--- src/rtl/weight_read_sequencer.sv ---
// Streams one pass of (weight, feature) pairs from two registered-read memories
// to the neuron MAC through a 4-deep FIFO whose free space gates read issue.
module weight_read_sequencer #(
    parameter int NUM_WEIGHT = 30,
    parameter int ADDR_W     = (NUM_WEIGHT > 1) ? $clog2(NUM_WEIGHT) : 1,
    parameter int DATA_W     = 16
) (
    input  logic              clk,
    input  logic              rst,
    input  logic              start,
    output logic              busy,
    output logic              done,
    output logic              mem_ren,
    output logic [ADDR_W-1:0] mem_radd,
    input  logic [DATA_W-1:0] w_rdata,
    input  logic [DATA_W-1:0] x_rdata,
    output logic              out_valid,
    input  logic              out_ready,
    output logic [DATA_W-1:0] out_w,
    output logic [DATA_W-1:0] out_x,
    output logic [ADDR_W-1:0] out_idx,
    output logic              out_last
);

    localparam logic [1:0] S_IDLE  = 2'd0;
    localparam logic [1:0] S_RUN   = 2'd1;
    localparam logic [1:0] S_DRAIN = 2'd2;
    localparam logic [1:0] S_DONE  = 2'd3;

    localparam int                FIFO_DEPTH = 4;
    localparam logic [ADDR_W-1:0] LAST_ADDR  = ADDR_W'(NUM_WEIGHT - 1);

    logic [1:0]        state;
    logic [1:0]        state_nxt;
    logic [ADDR_W-1:0] addr;
    logic              rd_pend;
    logic [ADDR_W-1:0] rd_idx;

    logic [DATA_W-1:0] fifo_w   [FIFO_DEPTH];
    logic [DATA_W-1:0] fifo_x   [FIFO_DEPTH];
    logic [ADDR_W-1:0] fifo_idx [FIFO_DEPTH];
    logic [1:0]        wr_ptr;
    logic [1:0]        rd_ptr;
    logic [2:0]        fifo_count;
    logic [2:0]        in_flight;
    logic              push;
    logic              pop;
    logic              drained_nxt;

    // Entries already stored plus the read still in the memory pipeline must
    // leave room for the read issued this cycle, so the FIFO can never overflow.
    assign in_flight = fifo_count + {2'b00, rd_pend};
    assign mem_ren   = (state == S_RUN) && (in_flight <= 3'd2);
    assign mem_radd  = addr;

    assign push = rd_pend;
    assign pop  = out_valid && out_ready;

    // FIFO will be empty after this edge with nothing left in the read pipeline.
    assign drained_nxt = !rd_pend &&
                         ((fifo_count == 3'd0) || ((fifo_count == 3'd1) && pop));

    // NOTE: every signal assigned in always_comb gets a default first so no latch is inferred.
    always_comb begin
        state_nxt = state;
        case (state)
            S_IDLE:  if (start) state_nxt = S_RUN;
            S_RUN:   if (mem_ren && (addr == LAST_ADDR)) state_nxt = S_DRAIN;
            S_DRAIN: if (drained_nxt) state_nxt = S_DONE;
            S_DONE:  state_nxt = S_IDLE;
            default: state_nxt = S_IDLE;
        endcase
    end

    // NOTE: sequential state uses non-blocking assignments so every register samples pre-edge values.
    always_ff @(posedge clk) begin
        if (rst) begin
            state   <= S_IDLE;
            addr    <= '0;
            rd_pend <= 1'b0;
            rd_idx  <= '0;
        end else begin
            state <= state_nxt;
            if ((state == S_IDLE) && start) begin
                addr <= '0;
            end else if (mem_ren) begin
                addr <= addr + ADDR_W'(1);
            end
            rd_pend <= mem_ren;
            if (mem_ren) begin
                rd_idx <= addr;
            end
        end
    end

    always_ff @(posedge clk) begin
        if (rst) begin
            wr_ptr     <= '0;
            rd_ptr     <= '0;
            fifo_count <= '0;
        end else begin
            if (push) wr_ptr <= wr_ptr + 2'd1;
            if (pop)  rd_ptr <= rd_ptr + 2'd1;
            case ({push, pop})
                2'b10:   fifo_count <= fifo_count + 3'd1;
                2'b01:   fifo_count <= fifo_count - 3'd1;
                default: fifo_count <= fifo_count;
            endcase
        end
    end

    // NOTE: FIFO storage is not reset; the head is gated by out_valid so stale words never reach the MAC.
    always_ff @(posedge clk) begin
        if (push) begin
            fifo_w[wr_ptr]   <= w_rdata;
            fifo_x[wr_ptr]   <= x_rdata;
            fifo_idx[wr_ptr] <= rd_idx;
        end
    end

    always_ff @(posedge clk) begin
        if (!rst && push) begin
            assert (fifo_count < 3'(FIFO_DEPTH));
        end
    end

    assign out_valid = (fifo_count != 3'd0);
    assign out_w     = out_valid ? fifo_w[rd_ptr]   : '0;
    assign out_x     = out_valid ? fifo_x[rd_ptr]   : '0;
    assign out_idx   = out_valid ? fifo_idx[rd_ptr] : '0;
    assign out_last  = out_valid && (out_idx == LAST_ADDR);

    assign busy = (state != S_IDLE);
    assign done = (state == S_DONE);

endmodule

--- config.mk ---
export PLATFORM = sky130hd
export DESIGN_NAME = weight_read_sequencer
export DESIGN_NICKNAME = d
export VERILOG_FILES = /design/src/rtl/weight_read_sequencer.sv
export SDC_FILE = /design/constraint.sdc
export NUM_CORES = 1
export LEC_CHECK = 0
export BUFFER_PORTS_ARGS = -buffer_cell sky130_fd_sc_hd__buf_2
export CORE_MARGIN = 2
export CORE_UTILIZATION = 45
export CTS_CLUSTER_DIAMETER = 80
export DETAILED_ROUTE_END_ITERATION = 16
export GPL_TIMING_DRIVEN = 0
export PLACE_DENSITY_LB_ADDON = 0.2
export SYNTH_ARGS = -nofsm -noshare
export SYNTH_HDL_FRONTEND = slang
export SYNTH_SLANG_ARGS = --single-unit
--- constraint.sdc ---
create_clock -name clk -period 5.2 [get_ports clk]
set_input_delay 0.78 -clock clk [delete_from_list [all_inputs] [get_ports clk]]
set_output_delay 0.78 -clock clk [all_outputs]
set_load 0.02 [all_outputs]
==> out/results.md <==
| Item | Reported | Unit |
|---|---|---|
| Layout Area Growth over Synthesis | 19.33 | % |
| Post-synthesis compound-gate area fraction | 1.432 | % |
| Clock network latency to the later pin of the worst-skew pair | 420 | ps |
| Aggregate global routing overflow | 0 | - |
| Iter 0 DRT Violations | 202 | - |
| CTS tree | yes | - |
| Worst slew margin relative to its limit | 65.49 | % |
| Post-synthesis instance area | 6815 | um^2 |
| Top-Level Pins | 83 | - |
| Main combinational cell family by area after synthesis | multiplexers | - |
| Required time worst endpoint | 4420 | ps |
| Clock-pin slew of the registers on the worst-case setup and hold paths | 60 | ps |
| Total of endpoints with negative setup slack in the final report | 0 | - |
| Share of synthesized area occupied by flip-flops and latches | 71.67 | % |
| Die area | 16150 | um^2 |
| Wire length of the first global-routing pass | 19110 | um |
| Area fraction in and, or, nand and nor cells after synthesis | 6.481 | % |
| Share of total power in the clock network | 30.3 | % |
| Number of buffers inserted during clock tree synthesis | 17 | - |
| Clock Skews | 5.201 | ps |
| Achievable frequency | 307.0 | MHz |
| Post-detailed-route count of antenna-violating nets | 0 | - |
| Sort of element at the end of the critical path | output pin | - |
| Final critical-path required period | 3257 | ps |
| Number of core rows | 44 | - |
| Post-synth cell types | 37 | - |
| Via count of the first global-routing pass | 3652 | - |
| Placed standard-cell area | 7543 | um^2 |
| Total DRC errors in the routed layout | 0 | - |
| Number of flops mapped to enable cells by yosys | 148 | - |
| Via/cell ratio | 5.158 | - |
| Leakage component of the power | 2.919 | nW |
| Weighted congestion reported at the end of routability-driven placement | 0.6861 | - |
| Mux share of post-synthesis cell area | 13.38 | % |
| Top Layer Used | met4 | - |
| Post-Route WL | 11910 | um |
| Met1 routed wirelength after detailed routing | 5134 | um |
| Number of nets in the final layout | 516 | - |
| CTS Sinks | 170 | - |
| Detail Route met2 WL | 6049 | um |
| Highest fanout seen on the critical path | 10 | - |
| Total Routing Usage GR | 16.02 | % |
| Routed length on met3 | 507 | um |
| Number of maximum-capacitance violations | 0 | - |
| YS warnings | 0 | - |
| Worst Path Class, Setup | flop to output pin | - |
| Share of layout cells above drive strength 1 | 33.89 | % |
| Die outline width | 127.1 | um |
| Path category of the worst min-delay check | flop to flop | - |
| Hold_ws | 505.0 | ps |
| Height of the die | 127.1 | um |
| Final routed wire length divided by cell count | 18.04 | um |
| Clk root buf | clkbuf_16 | - |
| Status | finished clean | - |
| Maximum VDD drop | 0.0002609 | V |
| Pre-CTS setup slack | 2291 | ps |
| Antenna violations before repair | 1 | - |
| Total core area | 14640 | um^2 |
| Unrepaired setup endpoints after global routing | no | - |
| Total power consumption of the routed design | 4.126 | mW |
| Total net switching power | 1.253 | mW |
| Starting Density | 46.54 | % |
| Detailed-placement wirelength estimate | 7718 | um |
| Number of synthesized register bits | 170 | - |
| H-tree depth reported by CTS | 4 | - |
| Cell count after synthesis | 358 | - |
| Dominant register cell in the synthesized netlist | edfxtp_1 | - |
| Detailed-router iteration count before antenna repair | 4 | - |
| Data arrival time at the worst-slack endpoint | 2480 | ps |
| Switching Fraction | 30.36 | % |
| Pins Over Slew Limit | 0 | - |
| Final non-filler cell area | 8133 | um^2 |
| Hold Buf Count CTS | 0 | - |
| Sum of negative setup slack | 0 | ps |
| Share of synthesized registers carrying an async set or reset | 0 | % |
| Parity-gate share of the synthesized area counting xor and xnor cells | 1.395 | % |
| Final hold violation count | 0 | - |
| Share of total power in combinational logic | 29.8 | % |
| Startpoint kind of the worst setup timing path | flop | - |
| Fin worst setup slack | 1943 | ps |
| Filler cell count in the final layout | 1178 | - |
| Post-synthesis average cell area | 19.04 | um^2 |
| Overall via count from detail_route | 3404 | - |
| Post-CTS Resized | 0 | - |
| Transition at the pin with the smallest max-transition slack | 517.7 | ps |
| Post-CTS setup buffer count | 0 | - |
| Int Pwr | 2.873 | mW |
| Post-Synth Adder-Cell Area | 3.305 | % |
| Power density over the cells | 507.3 | nW/um^2 |
| Register share of total power | 39.9 | % |
| Deepest clock path buffer count | 2 | - |
| Pin count of the biggest net entering global routing | 26 | - |
| Portion of the clock cycle consumed by the worst path in the final layout | 62.63 | % |
| Number of I/O port buffers | 81 | - |
| Mapped Nets | 412 | - |
==> power groups by stage <==
stage	registers [mW]	clock network, mW	logic [mW]
floorplan	1.67	0	0.878
global placement	1.68	0	1.23
detailed placement	1.68	0	1.26
CTS	1.65	1.27	1.26
global route	1.66	1.33	1.36
finish	1.65	1.25	1.23
==> critical path, stage by stage, from the launching register on <==
cell and delay [ps]:
dfxtp_1 420, inv_1 90, ha_1 220, nand2b_1 190, clkbuf_1 440, clkbuf_1 350
and2_1 180, buf_2 160
==> state kept, by name, summed over array words and instances, names as in the netlist, named ones only <==
name / cells
fifo_idx: 20
fifo_count: 3
fifo_w: 64
state: 2
push: 1
wr_ptr: 2
rd_ptr: 2
fifo_x: 64
rd_idx: 5
mem_radd: 5
==> path summary, 6_finish.rpt <==
kind                 startpoint              to  slack (ps)  cells past startpoint
setup / recovery  fifo_count[0]        out_x[8]        1940                      7
hold / removal        rd_idx[0]  fifo_idx[1][0]         500                      0
setup reg to reg  fifo_count[0]   fifo_count[2]        3190                      7
hold reg to reg       rd_idx[0]  fifo_idx[1][0]         500                      0
==> layout by cell type (no fill, tap or decap), drive strengths merged, types with 6 or more instances in the layout <==
cell type  count
and2          44
mux4          37
inv           11
edfxtp       148
clkbuf        27
mux2i          6
buf           93
ha            18
nor2          18
xor2           6
dfxtp         22
==> cell type report <==
type	instances	area, um^2	area share, %
diodes	1	2.502	0.03077
plain buffers	15	117.6	1.446
clock buffers	20	436.7	5.369
clock inverters	12	150.1	1.846
inverters	11	41.29	0.5077
multi-input cells	162	1777	21.85
flip-flops and latches	170	4885	60.06
well taps	184	230.2	2.831
repair buffers	85	493.0	6.062
==> synth_stat cells (4+ instances only) <==
library cell	instances	area [um^2]
edfxtp_1	148	4444
and2_1	43	269.0
mux4_2	32	720.7
dfxtp_1	22	440.4
ha_1	18	225.2
nor2_1	18	67.56
inv_1	10	37.54
clkbuf_1	6	22.52
mux2i_1	6	60.06
xor2_1	6	52.55
mux4_1	5	131.4
nand2_1	4	15.01
==> kinds of logic after synthesis <==
family	count (synthesis)
DFF	170
buffers and inverters	26
muxes	43
and+or+nand+nor	78
xor gates and xnor gates	10
adders and majority gates	18
AOI/OAI and AO/OA	13
==> through the flow <==
| step | std cells | utilization [%] |
|---|---|---|
| floorplan | 358 | - |
| global placement | 623 | 50.88 |
| detailed placement | 627 | 51.51 |
| CTS | 659 | 55.52 |
| global route | 659 | 55.52 |
| finish | 660 | 55.54 |
==> per-layer routing <==
| metal | up-vias | global-route usage (%) |
|---|---|---|
| li1 | 1594 | - |
| met1 | 1720 | 19.18 |
| met2 | 74 | 27.36 |
| met3 | 16 | 4.648 |
| met4 | 0 | 6.658 |
| met5 | - | 0 |
Power figures use the tool's default switching activity.
